==> config.mk <==
export PLATFORM = sky130hd
export DESIGN_NAME = data_reader
export DESIGN_NICKNAME = d
export VERILOG_FILES = /design/src/rtl/data_reader.sv
export SDC_FILE = /design/constraint.sdc
export NUM_CORES = 1
export LEC_CHECK = 0
export ABC_AREA = 1
export CORE_ASPECT_RATIO = 0.6
export CORE_MARGIN = 2
export CORE_UTILIZATION = 46
export CTS_CLUSTER_SIZE = 40
export DETAILED_ROUTE_END_ITERATION = 10
export PLACE_DENSITY = 0.79
export SYNTH_ARGS = -nofsm -noshare
export SYNTH_HDL_FRONTEND = slang
export SYNTH_SLANG_ARGS = --single-unit
==> constraint.sdc <==
create_clock -name clk -period 1.35 [get_ports clk]
set_input_delay 0.2025 -clock clk [delete_from_list [all_inputs] [get_ports clk]]
set_output_delay 0.2025 -clock clk [all_outputs]
set_load 0.1 [all_outputs]
==> src/rtl/data_reader.sv <==
// data_reader: snapshots four register bytes and streams NUM_REGS of them over a valid/ready port; define DATA_READER_CHECKSUM_EN to append a checksum beat
module data_reader #(
  parameter int NUM_REGS = 4
) (
  input  logic       clk,
  input  logic       reset,
  input  logic       start,
  input  logic [7:0] reg1,
  input  logic [7:0] reg2,
  input  logic [7:0] reg3,
  input  logic [7:0] reg4,
  output logic       hold_req,
  output logic [7:0] out_data,
  output logic [1:0] out_id,
  output logic       out_valid,
  input  logic       out_ready,
  output logic       out_last,
  output logic       out_csum,
  output logic       busy,
  output logic       done
);
  typedef enum logic [2:0] {IDLE, CAPTURE, SEND, CSUM, DONE} state_t;
  localparam logic [1:0] LAST = 2'(NUM_REGS - 1);
  state_t state_q, state_d;
  logic [1:0] idx_q, idx_d;
  logic [7:0] snap_q [4];
  logic [7:0] snap_d [4];
`ifdef DATA_READER_CHECKSUM_EN
  logic [7:0] csum_q, csum_d;
`endif
  // next state and outputs, decoded from the registered state so idle outputs sit at zero
  always_comb begin
    state_d = state_q;
    idx_d = idx_q;
    snap_d = snap_q;
`ifdef DATA_READER_CHECKSUM_EN
    csum_d = csum_q;
`endif
    hold_req = 1'b0;
    out_valid = 1'b0;
    out_data = 8'd0;
    out_id = 2'd0;
    out_last = 1'b0;
    out_csum = 1'b0;
    busy = state_q != IDLE;
    done = state_q == DONE;
    case (state_q)
      IDLE: state_d = start ? CAPTURE : IDLE;
      CAPTURE: begin
        hold_req = 1'b1;
        snap_d = '{reg1, reg2, reg3, reg4};
        idx_d = 2'd0;
`ifdef DATA_READER_CHECKSUM_EN
        csum_d = 8'd0;
`endif
        state_d = SEND;
      end
      SEND: begin
        out_valid = 1'b1;
        out_data = snap_q[idx_q];
        out_id = idx_q;
`ifdef DATA_READER_CHECKSUM_EN
        if (out_ready) begin
          idx_d = idx_q + 2'd1;
          csum_d = csum_q + snap_q[idx_q];
          state_d = idx_q == LAST ? CSUM : SEND;
        end
`else
        out_last = idx_q == LAST;
        if (out_ready) begin
          idx_d = idx_q + 2'd1;
          state_d = idx_q == LAST ? DONE : SEND;
        end
`endif
      end
`ifdef DATA_READER_CHECKSUM_EN
      CSUM: begin
        out_valid = 1'b1;
        out_data = csum_q;
        out_csum = 1'b1;
        out_last = 1'b1;
        state_d = out_ready ? DONE : CSUM;
      end
`endif
      DONE: state_d = IDLE;
      default: state_d = IDLE;
    endcase
  end
  // state, index, snapshot and checksum registers with synchronous reset
  always_ff @(posedge clk) begin
    if (reset) begin
      state_q <= IDLE;
      idx_q <= 2'd0;
      snap_q <= '{default: 8'd0};
`ifdef DATA_READER_CHECKSUM_EN
      csum_q <= 8'd0;
`endif
    end else begin
      state_q <= state_d;
      idx_q <= idx_d;
      snap_q <= snap_d;
`ifdef DATA_READER_CHECKSUM_EN
      csum_q <= csum_d;
`endif
    end
  end
endmodule
==> out/results.ini <==
[drt]
drt-total-wl_um=5690
routedWlPerCell_um=16.7
vias=1851
drt_iter0_markers=211
drtAntennaViolNets=0
drt-pass1-iter-count=4
viasPerCell=5.44
detail_route.drc_violations=0

[final_layout]
fillerInstances=196
seq_area_um2=752
final_cell_area_um2=2810
drive_gt1_share_pct=26.4
syn2layout_area_growth_pct=67.8
final_nets=331
multi_input_area_um2=906
antenna-diode-count=0
final_cell_mix=nand2_1 (55), clkdlybuf4s50_1 (35), dfxtp_1 (32)
layout_commonest_cell=nand2_1

[place]
gp_congestion=0.870
place_area_um2=2550
place_ws_ps=8.62
port_buffers=50
dp_hpwl_um=3620

[timing]
period_minus_slack_ps=1630
clock_skew_ps=10.7
finalCritPeriodShare_pct=121
hold_slack_ps=425
slew_violations=0
grt_setup_unrepaired=yes
worst_slack_ps=-278
setup_viol=15
hold_viol_final=0
fmax_mhz=614

[global_route]
antenna_found_initial=0
grt.overflow.total=0
grt_max_degree=27
grt_usage_pct=28.1
grt_pass1_vias=1705
grt_pass1_wl_um=8200

[hold_path]
hold_start=start
hold_path.class=in2reg

[floorplan]
die_area_um2=4150
rows=16
fp.coreArea_um2=3360
fp.dieW_um=81.9
die_y_um=50.7
start_util_pct=49.8
ios=52

[setup_path]
critPathMaxFanout=26
criticalPathCategory=reg2out
crit_start=idx_q[0]
cp.required_ps=1150
arrival_ps=1430
worstReg2RegStart=state_q[0]
endpoint_kind=output port
cp-start-kind=flop

[synth]
yosysSeqAreaShare_pct=44.2
synth.distinct_cells=19
synth.ff_latch_count=37
avgSynthCellArea_um2=7.34
synth_nets=265
synth_area_um2=1670
syn-instance-count=228
synth_warnings=0

[pwr]
peakVddDrop_v=0.00102
p_int_uw=1910
seqPwrFrac_pct=43.0
p_switching_uw=912
total_power_uw=2820
p_per_area_nw_per_um2=1010
power_frac_comb_pct=27.9
p_leak_uw=0.00101
p_sw_share_pct=32.3
clkPwrFrac_pct=29.1

[job]
cap_viol_max_count=0

[clock_tree]
cts_tree=done
clockBufferDepth=2
cts_hold_buf=0
htreeDepth=2
cts_sinks=37
cts-root-buf=clkbuf_8
cts_buffers=5
path_clk_slew_ps=80
clk_latency_ps=310

[outcome]
violations=setup timing
status=complete, but fails checks

-- worst max-delay path, stage by stage (launching register included) --
cell and delay [ps]:
dfxtp_2 340, buf_12 150, nand2_1 100, o211ai_1 150, a21oi_4 200, buf_12 190
-- per-layer routing --
layer	vias to the layer above	routed length [um]	GRT usage, %
met2	107	2540	42.4
met3	16	608	11.3
met5	-	0	0
li1	881	-	-
met4	0	117	7.78
met1	847	2420	36.9
-- area by class of cell --
class                           count  area share [%]
Sequential cell                    37            26.8
Clock inverter                      1           0.267
Inverter                           26            3.92
Clock buffer                        7            3.07
Multi-Input combinational cell    150            32.2
Tap cell                           45            2.00
Timing Repair Buffer               74            31.7
-- timing repair --
item                                    CTS  global route
pin swaps                                 7             3
endpoints found under the setup margin   15            29
buffers inserted                          8             3
cloned                                    1             0
gates resized for setup                  13             7
endpoints found under the hold margin     0             0
-- synth_stat cells --
cell type	instances	area share [%]
clkbuf_1	2	0.45
inv_2	1	0.22
buf_6	5	3.4
inv_4	1	0.37
clkinv_1	1	0.22
ha_1	1	0.75
a21oi_1	41	12
buf_4	1	0.45
nand3_4	1	1.0
inv_1	23	5.2
nand3_1	5	1.5
o211ai_1	16	7.2
conb_1	1	0.22
nor3_1	2	0.60
buf_2	8	2.4
o21ai_0	16	4.8
nor2_1	8	1.8
nand2_1	58	13
dfxtp_1	37	44
-- through the flow --
step	utilization (%)	std cells	setup TNS, ps
detailed placement	76.0	320	0
floorplan	-	228	-1810
CTS	82.0	337	-2780
global placement	76.0	320	0
global route	83.5	340	-4080
finish	83.5	340	-3070
-- flip-flops by register name, indices dropped and copies added, names as in the netlist --
signal	cells
idx_q	2
snap_q	32
state_q	3
-- path summary, 6_finish.rpt --
path / cells past startpoint / slack (ps) / end
max: 5 / -280 / out_data[1]
min: 3 / 430 / state_q[0]
max reg2reg: 7 / 40 / snap_q[12]
min reg2reg: 2 / 460 / snap_q[16]
-- cells by family after synthesis --
family / after synthesis / synth area share, %
AOI/OAI and AO/OA: 73 / 24.2
buffers and inverters: 42 / 12.6
DFF: 37 / 44.2
adders and majority gates: 1 / 0.747
and+or+nand+nor: 74 / 17.9
other: 1 / 0.224
-- power by group through the flow --
stage	Clock, uW	Sequential (uW)	Combinational (uW)
2_1_floorplan	0	1220	473
3_3_place_gp	0	1230	692
6_report	821	1210	789
3_5_place_dp	0	1230	706
4_1_cts	826	1210	746
5_1_grt	880	1220	835
Power figures use the tool's default switching activity.
==> RTL change, RTL diff (same settings) <==
Make the reset (`reset`) asynchronous in one clocked block. Comments in the files are not updated.
--- a/src/rtl/data_reader.sv
+++ b/src/rtl/data_reader.sv
@@ -88,5 +88,5 @@
   end
   // state, index, snapshot and checksum registers with synchronous reset
-  always_ff @(posedge clk) begin
+  always_ff @(posedge clk or posedge reset) begin
     if (reset) begin
       state_q <= IDLE;
Function: differs if reset is asserted again (counterexample within 4 cycles, from zero or initial values and one cycle with reset high); with reset held inactive, the same outputs for 10 cycles.
==> RTL change against the unedited design <==
  * The run still ends with negative setup slack left
  * Largest cell class is now non-clock buffers
  * Maximum frequency is 3.4% lower
  * Final area is 16% higher
  * Setup slack got worse by 0.057 ns
  * Highest routed layer unchanged
  * Register-to-register slack got worse by 0.05 ns
  * Routed wire length fell by 1.5%
  * Utilization fell by 3.5 points
  * Synthesized cell count grew 4.4%
  * Synthesized area is 14% higher
  * Count of clock-buffer cells in the layout up 1
  * Sequential cell count did not move
  * Cell count increased by 6.5%
Power is not compared: it rests on default switching activity, and its combinational part moved more than twofold at a synthesized area within 25%.
==> RTL change: results (changes against the unedited design) <==
* Clock latency reported for the late side of the worst-skew pair at 0.29 ns (was 0.31 ns)
* Worst Hold Slack at 0.269 ns (was 0.425 ns)
* Number of global-route vias before repair at 1687 (was 1705)
* DRT met1 WL at 2540 microns (was 2420 microns)
* Synthesized-area fraction occupied by ao, oa, aoi and oai cells at 14.8% (was 24.2%)
* Pre-CTS worst setup slack at -0.0439 ns (was 0.00862 ns)
* Worst reg-to-reg setup slack at -0.01 ns (was 0.04 ns)
* Number of cells produced by synthesis at 238 (was 228)
* # Post-CTS Setup Buffers at 4 (was 8)
* Critical path data arrival time at 1.48 ns (was 1.43 ns)
* Cell count after placement at 343 (was 320)
* Detailed route wirelength on metal2 at 2680 microns (was 2540 microns)
* Post-synthesis adder-cell area fraction at 0.654% (was 0.747%)
* Pin count of the biggest net entering global routing at 38 (was 27)
* Status: complete, but fails checks (unchanged)
* Ratio of routed vias to standard cells at 4.86 (was 5.44)
* Count of placed standard cells in the final layout, fillers left out at 362 (was 340)
* Violation count after the first detailed-routing iteration at 130 (was 211)
* Cells taking the most area after synthesis: sky130_fd_sc_hd__dfrtp_1 48%, sky130_fd_sc_hd__nand2_1 15%, sky130_fd_sc_hd__o21ai_2 10%, sky130_fd_sc_hd__inv_1 7.5%, sky130_fd_sc_hd__nand3_1 5.0% (was sky130_fd_sc_hd__dfxtp_1 44%, sky130_fd_sc_hd__nand2_1 13%, sky130_fd_sc_hd__a21oi_1 12%, sky130_fd_sc_hd__o211ai_1 7.2%, sky130_fd_sc_hd__inv_1 5.2%)
* Highest fanout seen on the critical path at 7 (was 26)
* Most numerous cell types in the synthesized netlist: 74 x sky130_fd_sc_hd__nand2_1, 38 x sky130_fd_sc_hd__inv_1, 37 x sky130_fd_sc_hd__dfrtp_1, 22 x sky130_fd_sc_hd__o21ai_2, 19 x sky130_fd_sc_hd__nand3_1 (was 58 x sky130_fd_sc_hd__nand2_1, 41 x sky130_fd_sc_hd__a21oi_1, 37 x sky130_fd_sc_hd__dfxtp_1, 23 x sky130_fd_sc_hd__inv_1)
* Failing checks: negative setup slack (unchanged)
* Final worst-path setup slack at -0.335 ns (was -0.278 ns)
* Netlist cell types at 18 (was 19)
* Global-route wire length before repair at 8270 microns (was 8200 microns)
* Final Routed Wirelength at 5600 microns (was 5690 microns)
* Estimated wirelength of the detail-placed design at 3410 microns (was 3620 microns)
* Setup violation total in the final timing report at 17 (was 15)
* Cell taking the most area after synthesis: sky130_fd_sc_hd__dfrtp_1 (was sky130_fd_sc_hd__dfxtp_1)
* Placer Congestion at 0.777 (was 0.870)
* Share of post-route cells with drive strength above 1 at 37.2% (was 26.4%)
RTL change: cell count changes in the layout (fill, tap and decap cells not counted), sizes merged, moves of 16 or more:
cell,change
a21oi,-33
dfrtp,+37
dfxtp,-37
o211ai,-16
o21ai,+16
RTL change: final timing paths:
kind,startpoint,end,cells after the start
worst max-delay path,state_q[0],out_data[1],5
worst min-delay path,reset,snap_q[15],3
worst max register to register,state_q[0],snap_q[28],7
worst min register to register,snap_q[0],snap_q[0],2
max in group asynchronous,reset,state_q[1],3
min in group clk,start,state_q[0],3
RTL change: logic make-up (layout without fill, tap and decap cells):
group	Yosys count	after routing
compound gates	40	40
fa+ha+maj	1	1
buf+inv	55	129
flops	37	37
other cells	1	1
simple gates	104	104
RTL change: worst max-delay path, cell delays in order (launching register included):
cell and delay [ns]:
sky130_fd_sc_hd__dfrtp_1 0.41, sky130_fd_sc_hd__nor2_4 0.16, sky130_fd_sc_hd__nand2_4 0.10, sky130_fd_sc_hd__buf_12 0.17
sky130_fd_sc_hd__a21oi_4 0.15, sky130_fd_sc_hd__buf_12 0.19
RTL change: routing by layer:
layer | GRT usage (%) | vias to the layer above
met5 | 0 | -
met4 | 8.21 | 0
met3 | 6.29 | 11
met2 | 39.2 | 63
met1 | 32.8 | 811
li1 | - | 875
RTL change: cell type report:
cell class	count	area, sq um
Clock buffer	8	80.1
Sequential cell	37	928
Inverter	42	190
Timing Repair Buffer	79	1010
Multi-Input combinational cell	146	977
Fill cell	253	808
Tap cell	50	62.6
RTL change: report_power, final:
part / internal (uW) / total (uW) / switching [uW]
registers: 1630 / 1840 / 214
clock network: 367 / 751 / 384
logic: 2360 / 6050 / 3690
total: 4360 / 8650 / 4290
